==> src/rtl/lsu_mem_if_pkg.sv <==
// ----------------------------------------------------------------------------
// lsu_mem_if_pkg
// Shared definitions for the load/store memory interface:
//   - XLEN (data/address width of the core and the RAM port)
//   - RISC-V load/store funct3 encodings
//   - FSM state encoding of lsu_mem_if
//   - small helpers for access size, doubleword crossing and legality
// ----------------------------------------------------------------------------
package lsu_mem_if_pkg;

  localparam int XLEN = 64;

  // Load funct3 encodings
  localparam logic [2:0] F3_LB  = 3'b000;
  localparam logic [2:0] F3_LH  = 3'b001;
  localparam logic [2:0] F3_LW  = 3'b010;
  localparam logic [2:0] F3_LD  = 3'b011;
  localparam logic [2:0] F3_LBU = 3'b100;
  localparam logic [2:0] F3_LHU = 3'b101;
  localparam logic [2:0] F3_LWU = 3'b110;

  // Store funct3 encodings
  localparam logic [2:0] F3_SB  = 3'b000;
  localparam logic [2:0] F3_SH  = 3'b001;
  localparam logic [2:0] F3_SW  = 3'b010;
  localparam logic [2:0] F3_SD  = 3'b011;

  typedef enum logic [1:0] {
    ST_IDLE = 2'd0,
    ST_ACC0 = 2'd1,
    ST_ACC1 = 2'd2,
    ST_RESP = 2'd3
  } lsu_state_e;

  // Access size in bytes (1/2/4/8) from funct3[1:0].
  function automatic logic [3:0] access_bytes(input logic [2:0] funct3);
    case (funct3[1:0])
      2'b00:   return 4'd1;
      2'b01:   return 4'd2;
      2'b10:   return 4'd4;
      default: return 4'd8;
    endcase
  endfunction

  // True when the access spills past the end of its doubleword.
  // Max sum is 7 + 8 = 15, so 4 bits never overflow.
  function automatic logic crosses_dword(input logic [2:0] funct3,
                                         input logic [2:0] offset);
    return ({1'b0, offset} + access_bytes(funct3)) > 4'd8;
  endfunction

  // Loads have no 3'b111 encoding; stores only use sizes (funct3[2] = 0).
  function automatic logic is_illegal(input logic       we,
                                      input logic [2:0] funct3);
    return we ? (funct3 > F3_SD) : (funct3 == 3'b111);
  endfunction

endpackage

==> src/rtl/lsu_mem_if_align.sv <==
// ----------------------------------------------------------------------------
// lsu_align
// Combinational byte-lane steering for lsu_mem_if.
//   Store side: byte enables and lane-aligned write data for the first
//   (byte_en0/lanes0) and second (byte_en1/lanes1) doubleword of an access.
//   Load side: extracts the addressed bytes from {hi,lo} and sign/zero-extends
//   them according to funct3.
// Ports:
//   funct3    in   3     size/sign of the access
//   offset    in   3     byte offset inside the doubleword (addr[2:0])
//   wdata     in   XLEN  right-justified store data
//   hi, lo    in   XLEN  raw RAM read data of second/first doubleword
//   byte_en0  out  8     byte enables, first doubleword
//   byte_en1  out  8     byte enables, second doubleword
//   lanes0    out  XLEN  write data, first doubleword
//   lanes1    out  XLEN  write data, second doubleword
//   rdata_ext out  XLEN  extended load result
// ----------------------------------------------------------------------------
module lsu_align
  import lsu_mem_if_pkg::*;
(
  input  logic [2:0]      funct3,
  input  logic [2:0]      offset,
  input  logic [XLEN-1:0] wdata,
  input  logic [XLEN-1:0] hi,
  input  logic [XLEN-1:0] lo,
  output logic [7:0]      byte_en0,
  output logic [7:0]      byte_en1,
  output logic [XLEN-1:0] lanes0,
  output logic [XLEN-1:0] lanes1,
  output logic [XLEN-1:0] rdata_ext
);

  logic [7:0]        size_mask;
  logic [XLEN-1:0]   data_mask;
  logic [5:0]        bit_off;
  logic [15:0]       be_wide;
  logic [2*XLEN-1:0] wd_wide;
  logic [XLEN-1:0]   rd_shift;
  logic signed [7:0]  ld_b;
  logic signed [15:0] ld_h;
  logic signed [31:0] ld_w;

  always_comb begin
    size_mask = 8'hFF;
    data_mask = '1;
    case (funct3[1:0])
      2'b00: begin size_mask = 8'h01; data_mask = XLEN'(64'h0000_0000_0000_00FF); end
      2'b01: begin size_mask = 8'h03; data_mask = XLEN'(64'h0000_0000_0000_FFFF); end
      2'b10: begin size_mask = 8'h0F; data_mask = XLEN'(64'h0000_0000_FFFF_FFFF); end
      default: begin size_mask = 8'hFF; data_mask = '1; end
    endcase
  end

  assign bit_off = {offset, 3'b000};

  // Masks and data are built in a 16-byte window so the spill into the next
  // doubleword falls out of the shift naturally.
  assign be_wide  = {8'h00, size_mask} << offset;
  assign wd_wide  = {{XLEN{1'b0}}, wdata & data_mask} << bit_off;
  assign byte_en0 = be_wide[7:0];
  assign byte_en1 = be_wide[15:8];
  assign lanes0   = wd_wide[XLEN-1:0];
  assign lanes1   = wd_wide[2*XLEN-1:XLEN];

  assign rd_shift = XLEN'({hi, lo} >> bit_off);
  assign ld_b     = rd_shift[7:0];
  assign ld_h     = rd_shift[15:0];
  assign ld_w     = rd_shift[31:0];

  always_comb begin
    rdata_ext = '0;
    case (funct3)
      F3_LB:   rdata_ext = XLEN'(ld_b);
      F3_LH:   rdata_ext = XLEN'(ld_h);
      F3_LW:   rdata_ext = XLEN'(ld_w);
      F3_LD:   rdata_ext = rd_shift;
      F3_LBU:  rdata_ext = XLEN'(rd_shift[7:0]);
      F3_LHU:  rdata_ext = XLEN'(rd_shift[15:0]);
      F3_LWU:  rdata_ext = XLEN'(rd_shift[31:0]);
      default: rdata_ext = '0;
    endcase
  end

endmodule

==> src/rtl/lsu_mem_if.sv <==
// ----------------------------------------------------------------------------
// lsu_mem_if
// Load/store initiator between the execute stage and a byte-enabled,
// doubleword-wide data RAM. Accepts one request at a time, splits accesses
// that cross a doubleword boundary into two RAM cycles (SPLIT_EN=1) or
// rejects them (SPLIT_EN=0), and returns exactly one response per request.
// Ports:
//   clk, rst_n          clock; synchronous active-low reset
//   req_valid_i/ready_o request handshake
//   req_we_i            1 = store, 0 = load
//   req_funct3_i        RISC-V funct3 (size/sign)
//   req_addr_i          byte address
//   req_wdata_i         right-justified store data
//   resp_valid_o/ready_i response handshake
//   resp_rdata_o        extended load data (0 for stores and errors)
//   resp_err_o          illegal funct3 or blocked crossing access
//   mem_addr_o          doubleword-aligned RAM address
//   mem_wen_o/ren_o     RAM write / read enable
//   mem_byte_en_o       RAM byte enables
//   mem_wdata_o         lane-aligned write data
//   mem_rdata_i         RAM read data (combinational from address/enable)
// ----------------------------------------------------------------------------
module lsu_mem_if
  import lsu_mem_if_pkg::*;
#(
  parameter bit SPLIT_EN = 1'b1
) (
  input  logic            clk,
  input  logic            rst_n,
  input  logic            req_valid_i,
  output logic            req_ready_o,
  input  logic            req_we_i,
  input  logic [2:0]      req_funct3_i,
  input  logic [XLEN-1:0] req_addr_i,
  input  logic [XLEN-1:0] req_wdata_i,
  output logic            resp_valid_o,
  input  logic            resp_ready_i,
  output logic [XLEN-1:0] resp_rdata_o,
  output logic            resp_err_o,
  output logic [XLEN-1:0] mem_addr_o,
  output logic            mem_wen_o,
  output logic [7:0]      mem_byte_en_o,
  output logic [XLEN-1:0] mem_wdata_o,
  output logic            mem_ren_o,
  input  logic [XLEN-1:0] mem_rdata_i
);

  lsu_state_e      state_q, state_d;

  logic            we_p0;
  logic [2:0]      funct3_p0;
  logic [XLEN-1:0] addr_p0;
  logic [XLEN-1:0] wdata_p0;
  logic            err_p0;
  logic [XLEN-1:0] lo_p1;
  logic [XLEN-1:0] hi_p1;

  logic            req_fire;
  logic            req_err;
  logic            cross_p0;
  logic [XLEN-1:0] addr_base;
  logic [XLEN-1:0] addr_next;

  logic [7:0]      byte_en0, byte_en1;
  logic [XLEN-1:0] lanes0, lanes1;
  logic [XLEN-1:0] rdata_ext;

  lsu_align u_align (
    .funct3    (funct3_p0),
    .offset    (addr_p0[2:0]),
    .wdata     (wdata_p0),
    .hi        (hi_p1),
    .lo        (lo_p1),
    .byte_en0  (byte_en0),
    .byte_en1  (byte_en1),
    .lanes0    (lanes0),
    .lanes1    (lanes1),
    .rdata_ext (rdata_ext)
  );

  assign req_fire  = (state_q == ST_IDLE) && req_valid_i;
  assign req_err   = is_illegal(req_we_i, req_funct3_i) ||
                     (!SPLIT_EN && crosses_dword(req_funct3_i, req_addr_i[2:0]));
  assign cross_p0  = crosses_dword(funct3_p0, addr_p0[2:0]);
  assign addr_base = {addr_p0[XLEN-1:3], 3'b000};
  assign addr_next = addr_base + XLEN'(8);

  always_ff @(posedge clk) begin
    if (!rst_n) begin
      state_q   <= ST_IDLE;
      we_p0     <= 1'b0;
      funct3_p0 <= 3'b000;
      addr_p0   <= '0;
      wdata_p0  <= '0;
      err_p0    <= 1'b0;
      lo_p1     <= '0;
      hi_p1     <= '0;
    end else begin
      state_q <= state_d;
      // request capture stage
      if (req_fire) begin
        we_p0     <= req_we_i;
        funct3_p0 <= req_funct3_i;
        addr_p0   <= req_addr_i;
        wdata_p0  <= req_wdata_i;
        err_p0    <= req_err;
        lo_p1     <= '0;
        hi_p1     <= '0;
      end
      // RAM access stage: hi stays 0 for unsplit loads
      if (state_q == ST_ACC0 && !we_p0) lo_p1 <= mem_rdata_i;
      if (state_q == ST_ACC1 && !we_p0) hi_p1 <= mem_rdata_i;
    end
  end

  always_comb begin
    state_d       = state_q;
    req_ready_o   = 1'b0;
    resp_valid_o  = 1'b0;
    resp_rdata_o  = '0;
    resp_err_o    = 1'b0;
    mem_addr_o    = '0;
    mem_wen_o     = 1'b0;
    mem_ren_o     = 1'b0;
    mem_byte_en_o = 8'h00;
    mem_wdata_o   = '0;

    case (state_q)
      ST_IDLE: begin
        req_ready_o = 1'b1;
        if (req_valid_i) state_d = req_err ? ST_RESP : ST_ACC0;
      end
      ST_ACC0: begin
        mem_addr_o    = addr_base;
        mem_byte_en_o = byte_en0;
        if (we_p0) begin
          mem_wen_o   = 1'b1;
          mem_wdata_o = lanes0;
        end else begin
          mem_ren_o   = 1'b1;
        end
        state_d = cross_p0 ? ST_ACC1 : ST_RESP;
      end
      ST_ACC1: begin
        mem_addr_o    = addr_next;
        mem_byte_en_o = byte_en1;
        if (we_p0) begin
          mem_wen_o   = 1'b1;
          mem_wdata_o = lanes1;
        end else begin
          mem_ren_o   = 1'b1;
        end
        state_d = ST_RESP;
      end
      ST_RESP: begin
        resp_valid_o = 1'b1;
        resp_err_o   = err_p0;
        resp_rdata_o = (we_p0 || err_p0) ? '0 : rdata_ext;
        if (resp_ready_i) state_d = ST_IDLE;
      end
      default: state_d = ST_IDLE;
    endcase

    // Reset aborts at once: an access cycle in flight must not commit.
    mem_wen_o = mem_wen_o & rst_n;
    mem_ren_o = mem_ren_o & rst_n;
  end

endmodule

==> config.mk <==
export PLATFORM = sky130hd
export DESIGN_NAME = lsu_mem_if
export DESIGN_NICKNAME = d
export VERILOG_FILES = /design/src/rtl/lsu_mem_if_pkg.sv /design/src/rtl/lsu_mem_if_align.sv /design/src/rtl/lsu_mem_if.sv
export SDC_FILE = /design/constraint.sdc
export NUM_CORES = 1
export LEC_CHECK = 0
export BUFFER_PORTS_ARGS = -buffer_cell sky130_fd_sc_hd__buf_4
export CELL_PAD_IN_SITES_DETAIL_PLACEMENT = 1
export CELL_PAD_IN_SITES_GLOBAL_PLACEMENT = 2
export CORE_MARGIN = 8
export CORE_UTILIZATION = 32
export DETAILED_ROUTE_END_ITERATION = 8
export GPL_TIMING_DRIVEN = 1
export PLACE_DENSITY = 0.8
export SLEW_MARGIN = 40
export SYNTH_ARGS = -nofsm -noshare
export SYNTH_HDL_FRONTEND = slang
export SYNTH_HIERARCHICAL = 1
export SYNTH_SLANG_ARGS = --single-unit
==> constraint.sdc <==
create_clock -name clk -period 2.8 [get_ports clk]
set_clock_uncertainty 0.05 [all_clocks]
set_input_delay 0.28 -clock clk [delete_from_list [all_inputs] [get_ports clk]]
set_output_delay 0.28 -clock clk [all_outputs]
set_load 0.01 [all_outputs]
==> key figures, run 1 <==
STA
  – RSZ-0062 raised after global routing: yes
  – Worst setup margin: -0.389 ns
  – Max frequency: 314 MHz
  – Fin. max-slew vios: 0
  – Final worst path period share: 1.14
  – TNS Setup: -24.04 ns
  – Hold WS: 0.0144 ns
  – Slew @ Worst Pin: 0.881 ns
  – Fin crit period: 3.19 ns
  – Max_slew headroom: 0.412
  – Setup violations, final: 151
  – Final hold vios: 0

Worst setup path
  – CP max stage delay: 0.38 ns
  – WP data arrival: 2.86 ns
  – Stages on the worst setup path: 10
  – Crit. End Element: primary output
  – CP top delay family: buffers and inverters
  – CP max-delay cell: dfxtp_4
  – CP startpoint kind: register
  – Setup CP Type: reg -> out
  – WP buf/inv: 5
  – CP cell instances: buf_6 > buf_12 > buf_12 > mux2i_1 > buf_4 > a222oi_1 > nand2_1 > a21oi_4 > and2_4 > buf_6
  – CP Max Fanout: 13
  – Worst R2R Path Depth: 9
  – Required time of the worst setup path: 2.47 ns

Global route
  – GRT overflow: 0
  – Global-route wire length before repair: 159,000 µm
  – Pin count of the biggest net entering global routing: 89
  – Gr usage total: 0.302
  – Antenna violations before repair: 13
  – Vias in the first global route: 24,413

Clocking
  – Clock root cell: clkbuf_16
  – Clock slew at reported path FFs: 0.06 ns
  – Clock sink count: 255
  – CTS tree: done
  – Num CTS Buffers: 35
  – Clk_lat worst skew: 0.58 ns
  – H-tree levels: 2
  – Clock buffer depth: 3

Synthesis
  – Mapped Cells: 2,529
  – Mean post-synth cell area: 7.50 µm²
  – Mapped Area: 19,000 µm²
  – Yosys warns: 6

Final layout
  – Share of cells above drive strength 1: 0.419
  – Multi-input gate area: 15,800 µm²
  – Final net count: 3,458
  – Final instance area: 32,200 µm²
  – Most frequent cells in the layout: buf_4 (552), nand2_1 (412), dfxtp_1 (203)
  – P&R area growth vs syn: 69.7%
  – Register area: 5240 µm²
  – Fillers: 6,648
  – Most common cell after layout, fill and taps aside: buf_4

Floorplanning
  – Row count: 89
  – Die Span Y: 260 µm
  – Die area: 67,300 µm²
  – IO Count: 405
  – Die X: 260 µm
  – Core area: 58,800 µm²
  – Initial Util: 0.323

Detailed routing
  – Routed Antenna Nets: 0
  – DR vias/cell: 5.92
  – Vias: 24,027
  – WL final: 111,000 µm
  – Initial DRC count: 2,003
  – Drt pass-1 iters: 6
  – DRC errors left: 0
  – Wirelength per Cell: 27.4 µm

Place
  – Port Buffer Count: 401
  – Gpl congestion: 0.931
  – Dpl cell area: 23,400 µm²
  – Final HPWL DP: 72,700 µm

Hold path
  – Hold WC Path Type: in -> reg
  – Hold Path Depth: 3

Power and ir drop
  – PwrDens: 667 nW/µm²
  – Max VDD drop: 596 µV
  – Share of power burned in the clock network: 0.227
  – Net Sw Frac: 0.449
  – Switching power total: 9640 µW
  – Comb power frac: 0.522
  – Internal power: 11,800 µW
  – Reg power frac: 0.251
  – Static leakage: 0.0120 µW

Run status
  – Failing checks: negative setup slack
  – Run status: complete, but fails checks

Run
  – Max-cap viol count: 0
[stage by stage]
step | instances | worst slack, ns | utilization | total power (µW)
6_report | 4059 | -0.389 | 0.548 | 21500
5_1_grt | 4056 | -0.393 | 0.547 | 22300
4_1_cts | 3990 | -0.207 | 0.515 | 20400
3_5_place_dp | 3606 | 0.0181 | 0.397 | 13300
3_3_place_gp | 3606 | -0.00302 | 0.397 | 13100
2_1_floorplan | 2539 | 0.308 | - | 9710
[what timing repair did]
action / in CTS / in global routing
hold buffers: 192 / 0
gates cloned: 22 / 6
pin swaps: 125 / 195
setup endpoints to repair: 188 / 177
buffers inserted: 108 / 62
hold endpoints to repair: 241 / 0
gates resized for setup: 609 / 323
[area by class of cell]
| cell class | instances | share of cell area |
|---|---|---|
| multi-input combinational | 2013 | 0.490 |
| timing repair buffer | 925 | 0.276 |
| sequential | 255 | 0.163 |
| clock buffer | 48 | 0.0309 |
| tap | 773 | 0.0300 |
| clock inverter | 16 | 0.00696 |
| inverter | 19 | 0.00268 |
| antenna | 10 | 0.000777 |
[power by group through the flow]
stage / clock (µW) / combinational [µW] / sequential, µW
after floorplan: 0 / 4940 / 4770
after global placement: 0 / 7900 / 5160
after detailed placement: 0 / 8060 / 5200
after CTS: 4930 / 10200 / 5270
after global routing: 5090 / 11800 / 5430
final: 4870 / 11200 / 5390
[worst paths after layout]
check / start / end / slack, ns
hold / removal: mem_rdata_i[27] / hi_p1[27]$_SDFFE_PN0P_ / 0.01
setup / recovery: addr_p0[0]$_SDFFE_PN0P_ / resp_rdata_o[40] / -0.39
hold reg to reg: wdata_p0[13]$_SDFFE_PN0P_ / wdata_p0[13]$_SDFFE_PN0P_ / 0.46
setup reg to reg: funct3_p0[1]$_SDFFE_PN0P_ / state_q[0]$_SDFFE_PN0P_ / 0.28
[worst reg2reg max path: stages, from the launching register on]
cell	delay, ns
dfxtp_4	0.40
buf_12	0.17
buf_4	0.29
nor2_1	0.10
ha_1	0.23
fa_1	0.43
xor2_1	0.18
nor3_1	0.33
nor4_1	0.09
a21oi_1	0.14
[registers in the layout (all words and copies together) (netlist names)]
signal / flops
addr_p0: 64
we_p0: 1
lo_p1: 64
wdata_p0: 64
state_q: 2
funct3_p0: 3
err_p0: 1
hi_p1: 56
[routing by layer]
layer | global-route usage | up-vias | wire length, µm
li1 | - | 10549 | -
met1 | 0.404 | 12015 | 46800
met2 | 0.476 | 1210 | 50900
met3 | 0.0690 | 245 | 9290
met4 | 0.101 | 8 | 4180
met5 | 0 | - | 50
No activity file was read; power rests on OpenSTA's default activity.
==> inputs of run 2 (changes only) <==
--- a/config.mk
+++ b/config.mk
@@ -10,3 +10,3 @@
 export CELL_PAD_IN_SITES_GLOBAL_PLACEMENT = 2
-export CORE_MARGIN = 8
+export CORE_MARGIN = 4
 export CORE_UTILIZATION = 32
--- a/constraint.sdc
+++ b/constraint.sdc
@@ -4,2 +4,2 @@
 set_output_delay 0.28 -clock clk [all_outputs]
-set_load 0.01 [all_outputs]
+set_load 0.005 [all_outputs]
==> key figures, run 2 (synthesis results as in run 1) <==
Final layout
  – P&R area growth vs syn: 59.3%
  – Most common cell after layout, fill and taps aside: buf_4
  – Largest regs: addr_p0: 64 flops, lo_p1: 64 flops, wdata_p0: 64 flops
  – Share of cells above drive strength 1: 0.371
  – Final net count: 3,393
  – Finished Core Util: 0.519
  – Most frequent cells in the layout: buf_4 (554), nand2_1 (422), dfxtp_1 (200)

Place
  – Final HPWL DP: 68,800 µm
  – Gpl congestion: 0.919
  – Port Buffer Count: 401
  – Setup WS pre-CTS: 0.0991 ns

Floorplanning
  – Die X: 252 µm
  – Row count: 88
  – Die area: 63,300 µm²
  – Core area: 58,200 µm²
  – Die Span Y: 252 µm
  – Initial Util: 0.326
  – IO Count: 405

Worst setup path
  – WP data arrival: 2.74 ns
  – Worst R2R Start: state_q[0]$_SDFFE_PN0P_
  – WP buf/inv: 5
  – CP Max Fanout: 8
  – Worst R2R Path Depth: 9
  – CP top delay family: buffers and inverters
  – CP max stage delay: 0.36 ns
  – Required time of the worst setup path: 2.47 ns
  – CP max-delay cell: dfxtp_4
  – CP startpoint kind: register
  – R2r setup slk: 0.37 ns
  – Crit. End Element: primary output
  – Setup CP Type: reg -> out
  – Reg-to-reg endpoint: lo_p1[37]$_SDFFE_PN0P_
  – CP cell instances: buf_12 > buf_12 > mux2i_2 > a222oi_1 > buf_4 > nand3_4 > and3_4 > clkbuf_16 > a21oi_4 > and2_1 > buf_4

STA
  – Final hold vios: 0
  – Worst setup margin: -0.270 ns
  – Max frequency: 326 MHz
  – Slew @ Worst Pin: 0.713 ns
  – Fin crit period: 3.07 ns
  – Setup violations, final: 132
  – Fin. max-slew vios: 0
  – Max_slew headroom: 0.525
  – Final worst path period share: 1.10
  – RSZ-0062 raised after global routing: yes

Clocking
  – Clk_lat worst skew: 0.57 ns
  – Clock root cell: clkbuf_16
  – H-tree levels: 2
  – CTS tree: done
  – Clock slew at reported path FFs: 0.06 ns
  – Clock buffer depth: 3
  – Clock sink count: 255
  – Num CTS Buffers: 35

Power and ir drop
  – PwrDens: 662 nW/µm²
  – Static leakage: 0.0113 µW
  – Max VDD drop: 661 µV

Global route
  – Global-route wire length before repair: 148,000 µm
  – GRT overflow: 0
  – Pin count of the biggest net entering global routing: 98
  – Antenna violations before repair: 17
  – Vias in the first global route: 23,329
  – Gr usage total: 0.297

Detailed routing
  – Drt pass-1 iters: 6
  – Wirelength per Cell: 25.5 µm
  – Vias: 23,029
  – Initial DRC count: 2,074
  – DR vias/cell: 5.77
  – Routed Antenna Nets: 0
  – DRC errors left: 0
  – WL final: 102,000 µm

Hold path
  – Hold WC Path Type: in -> reg
  – Hold path startpoint: mem_rdata_i[38]
  – Hold Path Depth: 3
  – Hold EP: hi_p1[38]$_SDFFE_PN0P_

Run status
  – Run status: complete, but fails checks
  – Failing checks: negative setup slack

Run
  – Max-cap viol count: 0
[run 2: cell types whose count changed in the layout (fill, tap and decap cells not counted), moves of 13 or more]
cell | previous run | this run
and2_4 | 23 | 8
mux2i_4 | 37 | 16
o21ai_0 | 29 | 56
o21ai_2 | 39 | 18
buf_6 | 115 | 63
and2_1 | 89 | 102
nor2_1 | 151 | 168
[run 2: worst min-delay path, stage by stage]
cell and delay [ns]:
buf_4 0.13, a22oi_1 0.09, nor2b_1 0.10
[run 2: worst max path at each step]
| stage | endpoint | startpoint | cells past startpoint |
|---|---|---|---|
| 3_3_place_gp | mem_wdata_o[2] | addr_p0[0]$_SDFFE_PN0P_ | 11 |
| 6_report | resp_rdata_o[46] | addr_p0[0]$_SDFFE_PN0P_ | 11 |
| 5_1_grt | resp_rdata_o[55] | addr_p0[0]$_SDFFE_PN0P_ | 10 |
| 4_1_cts | resp_rdata_o[32] | addr_p0[0]$_SDFFE_PN0P_ | 11 |
| 2_1_floorplan | mem_addr_o[32] | state_q[0]$_SDFFE_PN0P_ | 8 |
| 3_5_place_dp | resp_rdata_o[53] | addr_p0[0]$_SDFFE_PN0P_ | 9 |
[run 2: repair_timing]
action                     in CTS  in global routing
buffers inserted               63                 59
resized for setup             411                237
gates cloned                   12                  2
pin swaps                      94                105
hold buffers                  193                  0
hold endpoints to repair      243                  0
setup endpoints to repair     184                178
[run 2: cell type report]
class	count	area [µm²]
Inverter	19	80.1
Fill cell	6680	28000
Antenna cell	14	35.0
Multi-Input combinational cell	2011	14800
Timing Repair Buffer	862	7920
Clock buffer	46	967
Sequential cell	255	5250
Clock inverter	18	231
Tap cell	765	957
[run 2: metrics by stage]
stage	instance area [µm²]	setup TNS, ns	power [µW]	std cells	hold WS, ns
after floorplan	19000	0	9640	2539	0.375
after global placement	23200	0	12800	3587	0.425
after detailed placement	23200	0	13000	3587	0.438
after CTS	28700	-10.31	19200	3915	0.00631
after global routing	30200	-29.16	21000	3987	0.0363
final	30200	-16.39	20000	3990	0.0387
[run 2: metal layers]
layer	vias up	part of all wire	track usage
met5	-	0.00056	0
met4	8	0.037	0.0989
met3	211	0.084	0.0815
met2	908	0.45	0.461
met1	11493	0.43	0.399
li1	10409	-	-
[run 2: where the power goes]
part	internal [µW]	switching, µW
clock	2840	1940
sequential	4330	1000
combinational	4010	5890
total	11200	8830
==> inputs of run 3 (changes only) <==
Settings changed: GPL_ROUTABILITY_DRIVEN set to 0, PLACE_DENSITY 0.8 to 0.86.
==> key figures, run 3 (synthesis results as in run 1) <==
STA
  – Fin. max-slew vios: 0
  – Final worst path period share: 1.13
  – Fin crit period: 3.17 ns
  – Hold WS: 0.0339 ns
  – RSZ-0062 raised after global routing: yes
  – Slew @ Worst Pin: 0.893 ns
  – Max frequency: 315 MHz
  – TNS Setup: -22.44 ns
  – Setup violations, final: 169
  – Max_slew headroom: 0.403
  – Worst setup margin: -0.373 ns
  – Final hold vios: 0

Global route
  – GRT overflow: 0
  – Vias in the first global route: 24,688
  – Antenna violations before repair: 20
  – Pin count of the biggest net entering global routing: 133
  – Gr usage total: 0.313
  – Global-route wire length before repair: 157,000 µm

Floorplanning
  – Initial Util: 0.326
  – Row count: 88
  – Die Span Y: 252 µm
  – IO Count: 405
  – Core area: 58,200 µm²
  – Die X: 252 µm
  – Die area: 63,300 µm²

Run status
  – Failing checks: negative setup slack
  – Run status: complete, but fails checks

Detailed routing
  – Initial DRC count: 2,830
  – Wirelength per Cell: 27.4 µm
  – Drt pass-1 iters: 6
  – WL final: 109,000 µm
  – DR vias/cell: 6.08
  – DRC errors left: 0
  – Routed Antenna Nets: 0
  – Vias: 24,160

Final layout
  – Share of cells above drive strength 1: 0.369
  – Register area: 5250 µm²
  – Final Instance Count excl. Fillers: 3,974
  – Multi-input gate area: 14,900 µm²
  – Most frequent cells in the layout: buf_4 (532), nand2_1 (418), dfxtp_1 (205)
  – P&R area growth vs syn: 59.8%
  – Largest regs: addr_p0: 64 flops, lo_p1: 64 flops, wdata_p0: 64 flops
  – Final net count: 3,379
  – Most common cell after layout, fill and taps aside: buf_4
  – Fillers: 6,650

Power and ir drop
  – Static leakage: 0.0114 µW
  – Net Sw Frac: 0.455
  – Comb power frac: 0.521
  – Switching power total: 9150 µW
  – Reg power frac: 0.267
  – Share of power burned in the clock network: 0.212
  – Max VDD drop: 628 µV
  – PwrDens: 664 nW/µm²
  – Internal power: 11,000 µW

Clocking
  – Clock buffer depth: 3
  – Clock sink count: 255
  – Num CTS Buffers: 31
  – Clk_lat worst skew: 0.59 ns
  – Clock slew at reported path FFs: 0.06 ns
  – CTS tree: done
  – Clock root cell: clkbuf_16
  – H-tree levels: 1

Worst setup path
  – Worst R2R Start: state_q[1]$_SDFFE_PN0P_
  – Worst R2R Path Depth: 8
  – R2r setup slk: 0.21 ns
  – CP max stage delay: 0.37 ns
  – Setup CP Type: reg -> out
  – Reg-to-reg endpoint: lo_p1[3]$_SDFFE_PN0P_
  – CP max-delay cell: dfxtp_4
  – CP cell instances: buf_12 > ha_4 > and3_4 > nand4_1 > buf_6 > nor2_4 > buf_12 > a21oi_2 > a311oi_1 > buf_4 > buf_6
  – WP buf/inv: 5
  – Required time of the worst setup path: 2.47 ns
  – CP startpoint kind: register
  – WP data arrival: 2.84 ns
  – Crit. End Element: primary output
  – CP top delay family: buffers and inverters
  – CP Max Fanout: 5

Hold path
  – Hold Path Depth: 3
  – Hold path startpoint: req_wdata_i[45]
  – Hold WC Path Type: in -> reg
  – Hold EP: wdata_p0[45]$_SDFFE_PN0P_

Run
  – Max-cap viol count: 0

Place
  – Port Buffer Count: 401
  – Dpl cells: 3,564
  – Final HPWL DP: 67,400 µm
  – Setup WS pre-CTS: -0.0118 ns
==> run 3: changes by cell type in the layout (fill, tap and decap cells not counted), sizes merged, moves of 2 or more <==
cell	previous run	this run
buf	663	644
bufbuf	4	6
clkbuf	48	41
clkinvlp	2	4
diode	14	16
dlygate4sd3	193	203
inv	20	16
==> run 3: metal layers <==
metal,part of all wire,vias to the layer above,wire (µm),track usage
met1,0.40,11952,43100,0.407
met5,0.00038,-,41,0
met4,0.051,6,5530,0.119
met2,0.46,1446,50100,0.513
met3,0.094,371,10200,0.0647
li1,-,10385,-,-
==> run 3: metrics by stage <==
step           cell area [µm²]  utilization  power (µW)
5_1_grt                  30300        0.520       20900
6_report                 30300        0.520       20100
4_1_cts                  29300        0.503       19100
3_5_place_dp             23000        0.396       12900
2_1_floorplan            19000            -        9640
3_3_place_gp             23000        0.396       12600
==> run 3: layout make-up <==
cell class,instances,area share
multi-input cells,2010,0.493
well taps,765,0.0316
inverters,19,0.00326
diodes,16,0.00132
flip-flops and latches,255,0.173
clock buffers,41,0.0278
repair buffers,853,0.264
clock inverters,15,0.00648
==> run 3: power groups by stage <==
stage / clock [µW] / combinational [µW] / sequential (µW)
floorplan: 0 / 4870 / 4770
global placement: 0 / 7440 / 5160
detailed placement: 0 / 7670 / 5210
CTS: 4280 / 9590 / 5250
global route: 4440 / 11000 / 5420
finish: 4260 / 10500 / 5380
==> run 3: tightest hold or removal path, cell delays in order <==
cell and delay [ns]:
buf_4 0.11, nand2_1 0.12, a21boi_0 0.11
==> run 3: timing repair <==
action	in CTS	in global routing
cloned	18	0
pin swaps	134	65
setup endpoints to repair	193	187
hold endpoints to repair	250	0
setup buffers	97	24
resized for setup	492	215
hold buffers	203	0
==> run 3: worst max-delay path by stage <==
stage | start | end | slack, ns | cells after the start
6_report | addr_p0[3]$_SDFFE_PN0P_ | mem_addr_o[25] | -0.37 | 11
2_1_floorplan | state_q[0]$_SDFFE_PN0P_ | mem_addr_o[32] | 0.41 | 8
3_5_place_dp | addr_p0[0]$_SDFFE_PN0P_ | resp_rdata_o[17] | -0.01 | 10
5_1_grt | addr_p0[0]$_SDFFE_PN0P_ | mem_wdata_o[14] | -0.37 | 9
3_3_place_gp | addr_p0[0]$_SDFFE_PN0P_ | resp_rdata_o[17] | 0.05 | 10
4_1_cts | addr_p0[0]$_SDFFE_PN0P_ | resp_rdata_o[49] | -0.21 | 9
